--- src/rtl/tc_mem_pkg.sv ---
// Shared definitions for the TotalCoeff memory scheduler: FSM encoding,
// fill-mode codes and the bottom-row block index table.
package tc_mem_pkg;

    localparam logic [2:0] ST_IDLE    = 3'd0;
    localparam logic [2:0] ST_DRAIN   = 3'd1;
    localparam logic [2:0] ST_COPY_RD = 3'd2;
    localparam logic [2:0] ST_COPY_WR = 3'd3;
    localparam logic [2:0] ST_DONE    = 3'd4;
    localparam logic [2:0] ST_FILL_A  = 3'd5;

    localparam logic [1:0] FILL_COPY = 2'd0;
    localparam logic [1:0] FILL_ZERO = 2'd1;
    localparam logic [1:0] FILL_PCM  = 2'd2;

    localparam logic [4:0] TC_PCM_VAL = 5'd16;
    localparam logic [3:0] BOT_LAST   = 4'd11;
    localparam int unsigned TC_A_LAST = 49;

    // Blocks on the bottom edge of the MB, in copy order
    function automatic logic [5:0] bot_idx(input logic [3:0] i);
        case (i)
            4'd0:    bot_idx = 6'd10;
            4'd1:    bot_idx = 6'd11;
            4'd2:    bot_idx = 6'd14;
            4'd3:    bot_idx = 6'd15;
            4'd4:    bot_idx = 6'd28;
            4'd5:    bot_idx = 6'd29;
            4'd6:    bot_idx = 6'd32;
            4'd7:    bot_idx = 6'd33;
            4'd8:    bot_idx = 6'd44;
            4'd9:    bot_idx = 6'd45;
            4'd10:   bot_idx = 6'd48;
            4'd11:   bot_idx = 6'd49;
            default: bot_idx = 6'd0;
        endcase
    endfunction

endpackage

--- src/rtl/tc_wr_fifo.sv ---
// Write-back queue of {idx, tc} pairs. A push while full is accepted only
// when a pop happens in the same cycle.
module tc_wr_fifo #(
    parameter int unsigned DEPTH = 2,
    parameter int unsigned W     = 11
) (
    input  logic         clk,
    input  logic         reset_n,
    input  logic         i_push,
    input  logic         i_pop,
    input  logic [W-1:0] i_data,
    output logic [W-1:0] o_data,
    output logic         o_empty,
    output logic         o_full,
    output logic         o_push_ok
);
    localparam int unsigned PW = $clog2(DEPTH);

    logic [W-1:0]  r_mem [DEPTH];
    logic [PW-1:0] r_wp;
    logic [PW-1:0] r_rp;
    logic [PW:0]   r_cnt;
    logic          w_pop_ok;

    assign o_empty   = (r_cnt == '0);
    assign o_full    = (r_cnt == (PW+1)'(DEPTH));
    assign o_data    = r_mem[r_rp];
    assign w_pop_ok  = i_pop && !o_empty;
    assign o_push_ok = i_push && (!o_full || w_pop_ok);

    always_ff @(posedge clk) begin
        if (reset_n) begin
            r_wp  <= '0;
            r_rp  <= '0;
            r_cnt <= '0;
        end else begin
            if (o_push_ok) begin
                r_mem[r_wp] <= i_data;
                r_wp        <= r_wp + 1'b1;
            end
            if (w_pop_ok)
                r_rp <= r_rp + 1'b1;
            r_cnt <= r_cnt + (PW+1)'(o_push_ok) - (PW+1)'(w_pop_ok);
        end
    end

endmodule

--- src/rtl/tc_mem_sched.sv ---
// TotalCoeff neighbour memory scheduler: arbitrates nC reads, block write-backs
// and the end-of-MB bottom-row copy onto TC_A/TC_B. Option: TC_MEM_FILL_EN.
module tc_mem_sched
    import tc_mem_pkg::*;
#(
    parameter int unsigned TC_W     = 5,
    parameter int unsigned A_AW     = 6,
    parameter int unsigned MBH_W    = 7,
    parameter int unsigned WQ_DEPTH = 2
) (
    input  logic                  clk,
    input  logic                  reset_n,
    input  logic                  rd_req,
    input  logic [A_AW-1:0]       rd_a_addr,
    input  logic [MBH_W+A_AW-1:0] rd_b_addr,
    input  logic                  wr_req,
    input  logic [A_AW-1:0]       wr_idx,
    input  logic [TC_W-1:0]       wr_tc,
    input  logic                  mb_done,
    input  logic [7:0]            mb_num_h,
    input  logic [1:0]            fill_mode,
    output logic [A_AW-1:0]       tca_addr,
    output logic                  tca_we,
    output logic [TC_W-1:0]       tca_din,
    output logic [MBH_W+A_AW-1:0] tcb_addr,
    output logic                  tcb_we,
    output logic [TC_W-1:0]       tcb_din,
    input  logic [TC_W-1:0]       tca_dout,
    output logic                  wq_full,
    output logic                  busy
);
    logic [2:0]       r_state;
    logic [3:0]       r_cidx;
    logic [A_AW-1:0]  r_fidx;
    logic [MBH_W-1:0] r_mbh;
    logic [1:0]       r_fill;
    logic             r_busy;
    logic [TC_W-1:0]  r_cap;
    logic             r_rd_grant;

    logic             w_pop;
    logic             w_empty;
    logic             w_push_ok;
    logic [A_AW-1:0]  w_q_idx;
    logic [TC_W-1:0]  w_q_tc;
    logic [A_AW-1:0]  w_bot;
    logic [TC_W-1:0]  w_fill_val;
    logic [TC_W-1:0]  w_wr_data;
    logic [1:0]       w_fill_sel;
    logic             w_unused;

    tc_wr_fifo #(
        .DEPTH (WQ_DEPTH),
        .W     (A_AW + TC_W)
    ) u_wq (
        .clk       (clk),
        .reset_n   (reset_n),
        .i_push    (wr_req),
        .i_pop     (w_pop),
        .i_data    ({wr_idx, wr_tc}),
        .o_data    ({w_q_idx, w_q_tc}),
        .o_empty   (w_empty),
        .o_full    (wq_full),
        .o_push_ok (w_push_ok)
    );

`ifdef TC_MEM_FILL_EN
    assign w_fill_sel = (fill_mode == FILL_ZERO || fill_mode == FILL_PCM) ? fill_mode : FILL_COPY;
    assign w_unused   = ^(mb_num_h >> MBH_W);
`else
    assign w_fill_sel = FILL_COPY;
    assign w_unused   = ^{mb_num_h >> MBH_W, fill_mode};
`endif

    assign busy       = r_busy;
    assign w_bot      = A_AW'(bot_idx(r_cidx));
    assign w_fill_val = (r_fill == FILL_PCM) ? TC_W'(TC_PCM_VAL) : '0;
    assign w_pop      = !rd_req && !w_empty && (r_state == ST_IDLE || r_state == ST_DRAIN);
    // Read data is live only on the cycle after the grant; stalled writes use the copy
    assign w_wr_data  = (r_fill != FILL_COPY) ? w_fill_val :
                        (r_rd_grant ? tca_dout : r_cap);

    always_comb begin
        tca_addr = '0;
        tca_we   = 1'b0;
        tca_din  = '0;
        tcb_addr = '0;
        tcb_we   = 1'b0;
        tcb_din  = '0;
        if (rd_req) begin
            tca_addr = rd_a_addr;
            tcb_addr = rd_b_addr;
        end else begin
            if (r_state == ST_COPY_RD) begin
                tca_addr = w_bot;
            end else if (r_state == ST_FILL_A) begin
                tca_addr = r_fidx;
                tca_we   = 1'b1;
                tca_din  = w_fill_val;
            end else if (w_pop) begin
                tca_addr = w_q_idx;
                tca_we   = 1'b1;
                tca_din  = w_q_tc;
            end
            if (r_state == ST_COPY_WR) begin
                tcb_addr = {r_mbh, w_bot};
                tcb_we   = 1'b1;
                tcb_din  = w_wr_data;
            end
        end
    end

    always_ff @(posedge clk) begin
        if (reset_n) begin
            r_state    <= ST_IDLE;
            r_cidx     <= '0;
            r_fidx     <= '0;
            r_mbh      <= '0;
            r_fill     <= FILL_COPY;
            r_busy     <= 1'b0;
            r_cap      <= '0;
            r_rd_grant <= 1'b0;
        end else begin
            r_rd_grant <= 1'b0;
            if (r_rd_grant)
                r_cap <= tca_dout;
            case (r_state)
                ST_IDLE: begin
                    if (mb_done) begin
                        r_state <= ST_DRAIN;
                        r_busy  <= 1'b1;
                        r_mbh   <= mb_num_h[MBH_W-1:0];
                        r_fill  <= w_fill_sel;
                    end
                end
                ST_DRAIN: begin
                    if (w_empty && !w_push_ok)
                        r_state <= (r_fill == FILL_COPY) ? ST_COPY_RD : ST_COPY_WR;
                end
                ST_COPY_RD: begin
                    if (!rd_req) begin
                        r_state    <= ST_COPY_WR;
                        r_rd_grant <= 1'b1;
                    end
                end
                ST_COPY_WR: begin
                    if (!rd_req) begin
                        if (r_cidx == BOT_LAST) begin
                            r_cidx  <= '0;
                            r_state <= (r_fill == FILL_COPY) ? ST_DONE : ST_FILL_A;
                        end else begin
                            r_cidx <= r_cidx + 4'd1;
                            if (r_fill == FILL_COPY)
                                r_state <= ST_COPY_RD;
                        end
                    end
                end
                ST_FILL_A: begin
                    if (!rd_req) begin
                        if (r_fidx == A_AW'(TC_A_LAST)) begin
                            r_fidx  <= '0;
                            r_state <= ST_DONE;
                        end else begin
                            r_fidx <= r_fidx + 1'b1;
                        end
                    end
                end
                ST_DONE: begin
                    r_busy  <= 1'b0;
                    r_cidx  <= '0;
                    r_state <= ST_IDLE;
                end
                default: r_state <= ST_IDLE;
            endcase
        end
    end

endmodule

--- config.mk ---
export PLATFORM = sky130hd
export DESIGN_NAME = tc_mem_sched
export DESIGN_NICKNAME = d
export VERILOG_FILES = /design/src/rtl/tc_mem_pkg.sv /design/src/rtl/tc_wr_fifo.sv /design/src/rtl/tc_mem_sched.sv
export SDC_FILE = /design/constraint.sdc
export NUM_CORES = 1
export LEC_CHECK = 0
export BUFFER_PORTS_ARGS = -buffer_cell sky130_fd_sc_hd__buf_2
export CORE_MARGIN = 2
export CORE_UTILIZATION = 52
export CTS_CLUSTER_DIAMETER = 50
export CTS_CLUSTER_SIZE = 24
export DETAILED_ROUTE_END_ITERATION = 10
export HOLD_SLACK_MARGIN = 0.15
export PLACE_DENSITY_LB_ADDON = 0.1
export SETUP_SLACK_MARGIN = 0.1
export SLEW_MARGIN = 20
export SYNTH_ARGS = -nofsm -noshare
export SYNTH_HDL_FRONTEND = slang
export SYNTH_SLANG_ARGS = --single-unit
--- constraint.sdc ---
create_clock -name clk -period 2.5 [get_ports clk]
set_input_delay 0.125 -clock clk [delete_from_list [all_inputs] [get_ports clk]]
set_output_delay 0.125 -clock clk [all_outputs]
set_load 0.02 [all_outputs]
* After elaboration in Yosys (flattened, before gate mapping)
Memories as Yosys holds them, arrays and structs flattened. A register that Yosys moved wholly into a read port is not among the register bits.
Index checks and enable logic that the tools add are counted.
Widths: inputs -> output; s select.
** Word-level totals
- Bits in registers :: 31
- RAM bits :: 22
- ROM bits :: 96
- Input bits :: 50
- Output and inout bits :: 33
- Word-level logic and storage cells :: 96
- Memories :: 2
** Operators by class
- $add $sub $neg :: 6
- Eq/ne operators :: 14
- Mux-type cells :: 41
- Bitwise logic cells :: 2
- Reductions and logical operators :: 21
** Memories
- (name not given) :: words 16, bits a word 6, rd ports 1, clocked after memory_dff 1, wr ports 0, line tc_mem_pkg.sv:22 : case (i)
- u_wq.r_mem :: words 2, bits a word 11, rd ports 1, clocked after memory_dff 1, wr ports 1, line tc_wr_fifo.sv:19 : logic [W-1:0] r_mem [DEPTH];
** Operators by type and width (number)
- $mux 5 :: 7
- $mux 6 :: 5
- $mux 13 :: 2
- $mux 3 :: 7
- $mux 4 :: 4
- $pmux 3 s5 :: 1
- $mux 1 :: 13
- $ne 2x2->1 const B :: 4
- $pmux 4 s2 :: 1
- $reduce_and 2->1 :: 4
- $add 6x1->6 const B :: 1
- $eq 3x2->1 const B :: 2
- $eq 3x3->1 const B :: 2
- $eq 6x6->1 const B :: 1
- $reduce_and 6->1 :: 1
- $logic_and 1x1->1 :: 5
- $add 4x1->4 const B :: 1
- $eq 4x4->1 const B :: 1
- $logic_not 1->1 :: 4
- $ne 2x1->1 const B :: 2
- $reduce_bool 2->1 :: 2
- $eq 3x1->1 const B :: 1
- $logic_not 3->1 :: 1
- $add 1x1->1 const B :: 2
- other kinds (8) :: 10

* Longest topological paths before layout
Gate-level depths: netlist of run 1.
- Depth in word-level cells :: 11
- Gate-level depth with buffers :: 9
- Mapped depth without buffers :: 8

* Modules after synthesis
Synthesis of run 1 repeated with hierarchy kept, for this count alone.
** Second synthesis, totals
- Cell total of the unflattened synthesis :: 270
- Area, all modules :: 2919.0 um^2
** Modules (own cells, without submodules)
- tc_mem_sched :: times used 1, cells an instance 205, area an instance 1874.3 um^2, sequential area each 660.6 um^2
- tc_wr_fifo :: times used 1, cells an instance 65, area an instance 1044.8 um^2, sequential area each 760.7 um^2

* Least setup slack after synthesis of run 1
OpenSTA, ideal clock, no wires.
- Path type :: reg2reg
- Start point :: register r_state[1]
- End point :: memory u_wq.r_mem[1][0], enable pin
- Library setup time :: 396 ps
- Arrival time :: 1802 ps
- Required time :: 2104 ps
- Setup slack :: 302 ps
- Stages on the path, launching flop included :: 5
- Path buffers :: 1
- Clock period less this slack :: 2198 ps
- Path through :: dfxtp_1 buf_2 nor3_1 o31ai_1 nor3b_1
** On the way
- Longest elaborated chain between the ends :: 9
- Elaborated cells on any way between the ends :: 10
- Classes of those cells :: eq/ne: 1; mux: 3; reduce/logical: 6
** Ends and longest elaborated chain
- from (decl) :: line tc_mem_sched.sv:32 : logic [2:0] r_state;
- from (signal assigned) :: line tc_mem_sched.sv:138 : r_state <= (r_fill == FILL_COPY) ? ST_COPY_RD : ST_COPY_WR;
- from (signal assigned) :: line tc_mem_sched.sv:150 : r_state <= (r_fill == FILL_COPY) ? ST_DONE : ST_FILL_A;
- $eq 3x1->1 / $logic_not 3->1 (equally long branches) :: line tc_mem_sched.sv:78 : assign w_pop = !rd_req && !w_empty && (r_state == ST_IDLE || r_state == ST_DRAIN);
- $logic_or 1x1->1 (*) :: line tc_mem_sched.sv:78
- $logic_and 1x1->1 (*) :: line tc_mem_sched.sv:78
- $logic_and 1x1->1 (*) :: line tc_wr_fifo.sv:28 : assign w_pop_ok = i_pop && !o_empty;
- $logic_or 1x1->1 (*) :: line tc_wr_fifo.sv:29 : assign o_push_ok = i_push && (!o_full || w_pop_ok);
- $logic_and 1x1->1 (*) :: line tc_wr_fifo.sv:29
- $mux 1 (*) :: line tc_wr_fifo.sv:37 : if (o_push_ok) begin
- $mux 1 (*) :: line tc_wr_fifo.sv:32 : if (reset_n) begin
- $mux 1 (implied by the code) (*) :: line tc_wr_fifo.sv:38 : r_mem[r_wp] <= i_data;
- to (decl) :: line tc_wr_fifo.sv:19
Mark *: on every way between the ends. The rest lies on a longest branch, timed or not.

* Final worst setup path of run 1
- Start point :: register r_state[1]
- End point :: register, netlist name w_bot[4]
** On the way
- Longest elaborated chain between the ends :: 5
- Elaborated cells on any way between the ends :: 8
- Classes of those cells :: eq/ne: 3; mux: 3; reduce/logical: 2
** Ends and longest elaborated chain
- $eq 3x2->1 / $eq 3x3->1 (equally long branches) :: line tc_mem_sched.sv:127 : case (r_state)
- $ne 2x2->1 (no source line) / $reduce_bool 2->1 (equally long branches)
- $reduce_and 2->1 (no source line)
- $mux 4 (no source line) (*) (2 in series)
Marked as above.
A chain may end at the register's enable or synchronous reset.

==> out/results.ini, run 1 <==
[floorplanning]
die_width_um=78.2
pin_count=83
fp.dieH_um=78.2
start_util_pct=53.0
core_um2=5410
dieArea_um2=6120
row_count=27

[finish]
drive_gt1_share_pct=30.8
postLayoutCoreUtil_pct=70.7
n_antenna_cell=0
syn2layout_area_growth_pct=33.4
fin_nets=431
n_fill_cell=419

[worst_setup_path]
cp.arrival_ns=2.37
crit_required_ns=2.72
crit_chain=nand4bb_4 > inv_1 > a31oi_1 > a311oi_1 > inv_1 > ha_1 > mux2_4
critPathKind=flop to flop
critPathTopFamily=flip-flops
worstPathMaxFanout=14
worstSetupStartpointType=flop
slowest_delay_ns=0.61
crit_buf_inv=2
reg2reg_slack_ns=0.35
crit_path_end_kind=flop
cp_slowest_cell=dfxtp_1
path_common_cell=inv_1

[power_and_ir_drop]
power_density_nw_per_um2=726
vdd_drop_max_mv=0.564
leakage_nw=1.62

[clocking]
post_cts_buffers=0
cts_tree=built
htreeDepth=3
cts.sinks=60
cts_buffer_depth=2
cts_root_buf=clkbuf_8
numCtsBuffers=9
clock_latency_ns=0.33
path_clk_slew_ns=0.07

[routing]
vias=2317
drc_errors=0
drt-vias-per-instance=5.16
avgRoutedWirePerCell_um=14.2
routed_wl_um=6360
drt_pass1_iterations=4
drt-initial-drc-count=109
antenna_left=0

[global_routing]
met2_usage_pct=35.0
grt_max_degree=26
grt_overflow_total=0
track_usage_pct=22.0
grt_pass1_wl_um=10400
met3_usage_pct=4.83
grtUsageMet1_pct=29.7
busiest_layer=met2
antenna_found_initial=0
grt_pass1_vias=2225

[timing]
fin_tns_setup_ns=0
finalHoldViolCount=0
max_freq_mhz=465
grt_setup_unrepaired=false
skew_ns=0.00540
maxSlewViolCount=0
finalSetupViolCount=0
worst_pin_slew_ns=0.689
layout_worst_path_cycle_share_pct=86.0
relSlewSlack_pct=53.7
period_minus_slack_ns=2.15

[synthesis]
yosys_warnings=0
synthTopCellsByCount=43 x nor2_1, 38 x dfxtp_1, 25 x mux2i_1, 22 x edfxtp_1, 13 x a22o_1
synth.largest_area_cell=dfxtp_1
yosysSeqAreaShare_pct=49.6
synth_top_area_share_pct=26.6
synth_xor_area_share_pct=2.75
synth_top_family_by_area=compound AO/OA/AOI/OAI gates
ys_seq_elements=60
synthTopCellsByArea=dfxtp_1 27%, edfxtp_1 23%, mux2i_1 8.7%
syn_nets=326
ys.flop_type=dfxtp_1
synth_area_um2=2860
synth_area_per_cell_um2=10.7
yosys.area_share.adder_pct=3.93
synthSimpleGateAreaFrac_pct=13.5
synth_compound_area_share_pct=13.7
synth_edf_count=22
synthArstFlopShare_pct=0
synth_mux_area_share_pct=11.6
synth_most_common_cell=nor2_1
synth_cells=267
ys_types=44

[placed_design]
place.gp.congestion=0.799
hpwl_um=4350
io_buffer_count=79

[status]
status=complete, no violations

[min_path]
hp-class=input port to flop

[flow_run]
maxCapViolCount=0

==> flip-flops by register name (all words and copies together), names as in the netlist, 2 cells and up, named ones only <==
signal and count:
r_cap 5, r_state 3, u_wq.r_cnt 2, w_bot 6, u_wq.r_mem 22, r_mbh 7, r_fidx 6, r_cidx 4
==> metal layers <==
layer  share of wire [%]  routed length (µm)
met1                  45                2890
met2                  49                3130
met3                 3.8                 240
met4                 1.5                  98
met5                   0                   0
==> path summary, 6_finish.rpt <==
path                            startpoint    endpoint  depth (start not counted)
worst min register to register        busy        busy                          2
worst max register to register  r_state[1]    w_bot[4]                          7
worst min-delay path                wr_req  r_state[1]                          4
worst max-delay path            r_state[1]    w_bot[4]                          7
==> kinds of logic (layout without fill, tap and decap cells) <==
family	after synthesis	after routing
multiplexers	32	32
AND/OR/NAND/NOR	75	75
flip-flops	60	60
AO/OA/AOI/OAI	53	53
XOR/XNOR	9	9
buffers and inverters	29	139
adder cells (fa/ha/maj)	9	9
==> cell usage in the layout (no fill, tap or decap), types with 3 or more instances in the layout <==
master	n
edfxtp_1	22
nor2b_1	4
a22oi_1	6
a31oi_1	3
nor3b_1	3
a21oi_1	7
o21ai_0	3
nor3_1	4
buf_2	79
mux2_2	6
bufinv_16	3
dlygate4sd3_1	24
nor2_1	43
xor2_1	7
nand2_1	4
buf_4	10
a22o_1	13
mux2i_1	25
o21ai_1	8
dfxtp_1	38
inv_1	10
clkbuf_8	9
ha_1	9
==> worst min-delay path, stage by stage <==
cell and delay (ns):
buf_2 0.13, nor3_1 0.05, a21oi_1 0.15, nor4_1 0.05
==> area by class of cell <==
cell class                 count  area (µm²)  share of cell area [%]
timing repair buffer         113         711                    18.6
inverter                      10        37.5                   0.983
tap                           72        90.1                    2.36
sequential                    60        1420                    37.2
clock inverter                 7         115                    3.01
clock buffer                   9         124                    3.24
multi-input combinational    178        1320                    34.6
==> where the power goes <==
group | internal, W | leakage [nW] | total, W | switching (W)
Sequential | 0.00109 | 0.511 | 0.00117 | 0.0000816
Clock | 0.000658 | 0.117 | 0.00105 | 0.000389
Combinational | 0.000266 | 0.991 | 0.000552 | 0.000285
Total | 0.00202 | 1.62 | 0.00277 | 0.000756
==> repair_timing <==
item	in CTS	in global routing
endpoints found under the hold margin	35	0
gates resized for setup	0	2
hold buffers	24	0
setup endpoints to repair	0	12
==> metrics by stage <==
stage / cell area, µm² / worst slack (ns) / hold slack, ns / total power [W] / instances
after CTS: 3810 / 0.307 / 0.229 / 0.00278 / 449
after global routing: 3820 / 0.116 / 0.269 / 0.00290 / 449
final: 3820 / 0.350 / 0.227 / 0.00277 / 449
after floorplan: 2860 / 0.302 / 0.224 / 0.00156 / 267
after detailed placement: 3330 / 0.334 / 0.317 / 0.00171 / 409
after global placement: 3330 / 0.377 / 0.312 / 0.00170 / 409
(Power assumes the default switching activity.)
==> run 2: changes to the inputs <==
--- a/config.mk
+++ b/config.mk
@@ -7,12 +7,12 @@
 export LEC_CHECK = 0
 export BUFFER_PORTS_ARGS = -buffer_cell sky130_fd_sc_hd__buf_2
 export CORE_MARGIN = 2
-export CORE_UTILIZATION = 52
+export CORE_UTILIZATION = 49
 export CTS_CLUSTER_DIAMETER = 50
 export CTS_CLUSTER_SIZE = 24
 export DETAILED_ROUTE_END_ITERATION = 10
-export HOLD_SLACK_MARGIN = 0.15
-export PLACE_DENSITY_LB_ADDON = 0.1
+export HOLD_SLACK_MARGIN = 0.08
+export PLACE_DENSITY = 0.82
 export SETUP_SLACK_MARGIN = 0.1
 export SLEW_MARGIN = 20
 export SYNTH_ARGS = -nofsm -noshare
==> out/results.ini, run 2 (synthesized netlist as in run 1, its figures left out) <==
[global_routing]
antenna_found_initial=0  ; unchanged
grt_pass1_wl_um=10600  ; +2.0%
track_usage_pct=22.0  ; -0.028 points
grt_max_degree=28  ; +7.7%
grt_pass1_vias=2289  ; +2.9%
grt_overflow_total=0  ; unchanged

[floorplanning]
start_util_pct=51.4  ; -1.6 points
pin_count=83  ; unchanged
fp.dieH_um=80.5  ; +2.9%
die_width_um=80.5  ; +2.9%
core_um2=5570  ; +3.1%
row_count=27  ; unchanged
dieArea_um2=6470  ; +5.8%

[placed_design]
place.gp.congestion=0.842  ; +5.5%
hpwl_um=4490  ; +3.1%
io_buffer_count=79  ; unchanged

[timing]
relSlewSlack_pct=58.6  ; +4.9 points
skew_ns=0.00611  ; +0.000710 ns
layout_worst_path_cycle_share_pct=88.3  ; +2.3 points
maxSlewViolCount=0  ; unchanged
grt_setup_unrepaired=false
fin_tns_setup_ns=0  ; unchanged
period_minus_slack_ns=2.21  ; +0.0581 ns
max_freq_mhz=453  ; -2.6%
worst_pin_slew_ns=0.620  ; -0.0691 ns
finalSetupViolCount=0  ; unchanged
finalHoldViolCount=0  ; unchanged

[finish]
n_fill_cell=424  ; +1.2%
top_register=u_wq.r_mem
syn2layout_area_growth_pct=30.3
multi_input_area_um2=1310  ; -0.85%
regArea_um2=1420  ; unchanged
final_cell_mix=79 x buf_2, 43 x nor2_1, 38 x dfxtp_1, 25 x mux2i_1, 24 x dlygate4sd3_1
largest_reg_flops=22  ; unchanged
reg_top3=u_wq.r_mem x22, r_mbh x7
postLayoutCoreUtil_pct=66.9  ; -3.7 points
mostFrequentLayoutCell=buf_2
n_antenna_cell=0  ; unchanged
drive_gt1_share_pct=30.4  ; -0.37 points
fin_nets=429  ; -0.46%

[routing]
drc_errors=0  ; unchanged
drt-initial-drc-count=140  ; +28%
antenna_left=0  ; unchanged
drt-vias-per-instance=5.34  ; +3.4%
drt_pass1_iterations=4  ; unchanged
avgRoutedWirePerCell_um=14.8  ; +4.7%
vias=2386  ; +3.0%
routed_wl_um=6630  ; +4.2%

[clocking]
numCtsBuffers=9  ; unchanged
post_cts_buffers=0  ; unchanged
cts_tree=built
path_clk_slew_ns=0.07  ; about the same
cts_root_buf=clkbuf_8
cts_buffer_depth=2  ; unchanged
cts.sinks=60  ; unchanged
clock_latency_ns=0.35  ; +0.02 ns
htreeDepth=3  ; unchanged

[min_path]
hold_start=wr_req
hp-class=input port to flop

[worst_setup_path]
worstSetupStartpointType=flop
timing.rr.start=r_state[0]
r2r-end=w_bot[4]
worstPathMaxFanout=8  ; -6
cp.arrival_ns=2.08  ; -0.29 ns
reg2reg_slack_ns=0.32  ; -0.03 ns
critPathKind=flop to output port
crit_required_ns=2.38  ; -0.34 ns
crit_path_end_kind=output port
worstSetupStartpoint=r_state[1]
r2r_cells=7  ; unchanged
endpoint=tca_addr[1]

[power_and_ir_drop]
power_density_nw_per_um2=669  ; -7.8%
leakage_nw=1.56  ; -3.3%
vdd_drop_max_mv=0.489  ; -13%
total_power_w=0.00250  ; -9.9%

[flow_run]
maxCapViolCount=0  ; unchanged

[status]
status=complete, no violations

[run 2: cell count changes in the layout (fill, tap and decap cells not counted), sizes merged]
cell and delta:
clkinvlp +3, bufinv -3, buf -2, inv +1, clkinv -1
[run 2: final cells by class]
class                   instances  share of cell area, %
well taps                      72                   2.41
multi-input cells             178                   35.1
inverters                      10                   1.01
clock buffers                   9                   3.32
flip-flops and latches         60                   38.1
repair buffers                111                   18.6
clock inverters                 7                   1.41
[run 2: power breakdown]
| part | internal [W] | switching, W |
|---|---|---|
| logic | 0.000260 | 0.000284 |
| registers | 0.00109 | 0.0000898 |
| clock network | 0.000361 | 0.000412 |
| total | 0.00171 | 0.000786 |
[run 2: worst min path at each step]
| stage | end | slack [ns] | depth (start not counted) |
|---|---|---|---|
| after detailed placement | u_wq.r_mem[0][8] | 0.32 | 1 |
| after floorplan | u_wq.r_mem[0][0] | 0.22 | 0 |
| after CTS | r_state[1] | 0.16 | 4 |
| final | r_state[1] | 0.17 | 4 |
| after global placement | u_wq.r_mem[1][4] | 0.31 | 1 |
| after global routing | r_state[1] | 0.19 | 4 |
[run 2: worst max-delay path: stages (launching register included)]
cell and delay [ns]:
dfxtp_1 0.50, buf_4 0.21, nor3b_2 0.42, a22oi_1 0.13
o21ai_1 0.15, mux2_2 0.18, buf_2 0.15
[run 2: timing repair]
action,in CTS,in global routing
endpoints found under the setup margin,0,2
gates resized for setup,0,1
hold endpoints to repair,35,0
hold buffers,24,0
[run 2: per-layer routing]
layer	global-route usage [%]	vias up	routed length [µm]
met5	0	-	0
met4	11.2	0	231
met3	6.40	21	293
met2	37.4	61	3450
met1	24.9	1131	2660
li1	-	1173	-
[run 2: metrics by stage]
step | instance area (µm²) | instances | hold WS [ns] | setup slack [ns]
floorplan | 2860 | 267 | 0.224 | 0.302
global placement | 3310 | 407 | 0.314 | 0.419
detailed placement | 3310 | 407 | 0.316 | 0.366
CTS | 3730 | 447 | 0.162 | 0.247
global route | 3730 | 447 | 0.187 | 0.139
finish | 3730 | 447 | 0.166 | 0.292
==> run 3: changes to the inputs <==
--- a/config.mk
+++ b/config.mk
@@ -5,14 +5,14 @@
 export SDC_FILE = /design/constraint.sdc
 export NUM_CORES = 1
 export LEC_CHECK = 0
-export BUFFER_PORTS_ARGS = -buffer_cell sky130_fd_sc_hd__buf_2
+export BUFFER_PORTS_ARGS = -buffer_cell sky130_fd_sc_hd__buf_4
 export CORE_MARGIN = 2
 export CORE_UTILIZATION = 49
 export CTS_CLUSTER_DIAMETER = 50
 export CTS_CLUSTER_SIZE = 24
 export DETAILED_ROUTE_END_ITERATION = 10
 export HOLD_SLACK_MARGIN = 0.08
-export PLACE_DENSITY = 0.82
+export PLACE_DENSITY = 0.76
 export SETUP_SLACK_MARGIN = 0.1
 export SLEW_MARGIN = 20
 export SYNTH_ARGS = -nofsm -noshare
==> out/results.ini, run 3 (synthesized netlist as in run 1, its figures left out) <==
[timing]
worst_pin_slew_ns=0.905  ; +0.285 ns
max_freq_mhz=467  ; +3.2%
period_minus_slack_ns=2.14  ; -0.0681 ns
setup_slack_ns=0.360  ; +0.0681 ns
skew_ns=0.00535  ; -0.000764 ns
layout_worst_path_cycle_share_pct=85.6  ; -2.7 points
finalHoldViolCount=0  ; unchanged
fin_tns_setup_ns=0  ; unchanged
relSlewSlack_pct=39.4  ; -19 points
finalSetupViolCount=0  ; unchanged
maxSlewViolCount=0  ; unchanged
grt_setup_unrepaired=false

[clocking]
numCtsBuffers=9  ; unchanged
cts.sinks=60  ; unchanged
htreeDepth=3  ; unchanged
clock_latency_ns=0.34  ; about the same
cts_buffer_depth=2  ; unchanged
path_clk_slew_ns=0.07  ; about the same
cts_tree=built
cts_root_buf=clkbuf_8

[worst_setup_path]
slowest_delay_ns=0.55  ; +0.05 ns
critPathTopFamily=flip-flops
worstSetupStartpointType=flop
crit_path_end_kind=flop
crit_buf_inv=2  ; unchanged
cp.arrival_ns=2.37  ; +0.29 ns
path_common_cell=inv_1
cp_slowest_cell=dfxtp_1
worstPathMaxFanout=12  ; +4
crit_chain=nand4bb_4 > inv_1 > a31oi_1 > a311oi_1 > inv_1 > ha_1 > mux2_4
critPathKind=flop to flop
crit_required_ns=2.73  ; +0.35 ns

[global_routing]
grt_max_degree=29  ; +3.6%
grt_overflow_total=0  ; unchanged
track_usage_pct=21.4  ; -0.57 points
antenna_found_initial=0  ; unchanged
grt_pass1_wl_um=10400  ; -1.4%
grt_pass1_vias=2248  ; -1.8%

[placed_design]
place.gp.congestion=0.848  ; +0.69%
dp_cells=404  ; -0.74%
hpwl_um=4390  ; -2.3%
io_buffer_count=79  ; unchanged
post-place-ws_ns=0.338  ; -0.0278 ns

[routing]
antenna_left=0  ; unchanged
drt-vias-per-instance=5.26  ; -1.4%
drt_pass1_iterations=4  ; unchanged
avgRoutedWirePerCell_um=14.7  ; -1.2%
drc_errors=0  ; unchanged
routed_wl_um=6510  ; -1.9%
vias=2336  ; -2.1%
drt-initial-drc-count=99  ; -29%

[finish]
n_antenna_cell=0  ; unchanged
largest_reg_flops=22  ; unchanged
instances_no_fill=444  ; -0.67%
postLayoutCoreUtil_pct=71.0  ; +4.0 points
fin_nets=426  ; -0.70%
syn2layout_area_growth_pct=38.1
drive_gt1_share_pct=30.1  ; -0.29 points
mostFrequentLayoutCell=buf_4
reg_top3=u_wq.r_mem x22, r_mbh x7
final_cell_mix=84 x buf_4, 43 x nor2_1, 37 x dfxtp_1, 25 x mux2i_1, 24 x dlygate4sd3_1
top_register=u_wq.r_mem

[power_and_ir_drop]
pwr-share-clk_pct=35.2  ; +4.2 points
power_density_nw_per_um2=689  ; +3.0%
p_sw_share_pct=28.2  ; -3.3 points
share_comb_of_total_power_pct=21.2  ; -0.6 points
pwr-share-seq_pct=43.5  ; -3.8 points
p_int_w=0.00196  ; +14%
leakage_nw=1.62  ; +3.5%
vdd_drop_max_mv=0.512  ; +4.7%
p_switching_w=0.000768  ; -2.3%

[floorplanning]
fp.dieH_um=80.5  ; unchanged
die_width_um=80.5  ; unchanged
core_um2=5570  ; unchanged
dieArea_um2=6470  ; unchanged
pin_count=83  ; unchanged
start_util_pct=51.4  ; unchanged
row_count=27  ; unchanged

[min_path]
hp-class=input port to flop

[status]
status=complete, no violations

[flow_run]
maxCapViolCount=0  ; unchanged

## run 3: cell types whose count changed in the layout (fill, tap and decap cells not counted)
cell	before	now
buf_2	79	0
buf_4	8	84
bufinv_16	0	2
clkinv_2	1	0
clkinvlp_4	4	3
dfxtp_1	38	37
dfxtp_2	0	1
nor3_1	4	5
nor3_2	1	0
nor3b_1	4	3
nor3b_2	1	2
## run 3: timing repair
item / in CTS / in global routing
endpoints found under the setup margin: 0 / 1
hold buffers: 24 / 0
hold endpoints to repair: 35 / 0
setup buffers: 0 / 0
resized for setup: 0 / 1
## run 3: path summary, 6_finish.rpt
kind | from | to | slack [ns] | depth (start not counted)
worst max register to register | r_state[0] | w_bot[4] | 0.36 | 7
worst min-delay path | reset_n | r_mbh[5] | 0.14 | 2
worst max-delay path | r_state[0] | w_bot[4] | 0.36 | 7
worst min register to register | busy | busy | 0.48 | 2
## run 3: power groups by stage
| stage | Sequential [W] | Combinational, W | Clock [W] |
|---|---|---|---|
| global placement | 0.00120 | 0.000538 | 0 |
| CTS | 0.00119 | 0.000583 | 0.000979 |
| global route | 0.00120 | 0.000629 | 0.00103 |
| finish | 0.00119 | 0.000579 | 0.000961 |
| floorplan | 0.00115 | 0.000401 | 0 |
| detailed placement | 0.00121 | 0.000549 | 0 |
## run 3: cell type report
type	instances	area, µm²
fillers	409	1620
flip-flops and latches	60	1420
multi-input cells	178	1310
repair buffers	108	871
clock buffers	9	124
clock inverters	7	100
well taps	72	90.1
inverters	10	37.5
## run 3: metal layers
layer | global-route usage, % | routed length, µm
met1 | 25.7 | 2790
met2 | 36.3 | 3330
met3 | 5.62 | 236
met4 | 8.81 | 151
met5 | 0 | 0
## run 3: stage by stage
step / hold slack [ns] / instance area (µm²) / power, W
floorplan: 0.224 / 2860 / 0.00156
finish: 0.143 / 3960 / 0.00273
CTS: 0.139 / 3950 / 0.00275
global placement: 0.310 / 3490 / 0.00174
global route: 0.142 / 3960 / 0.00286
detailed placement: 0.312 / 3490 / 0.00176
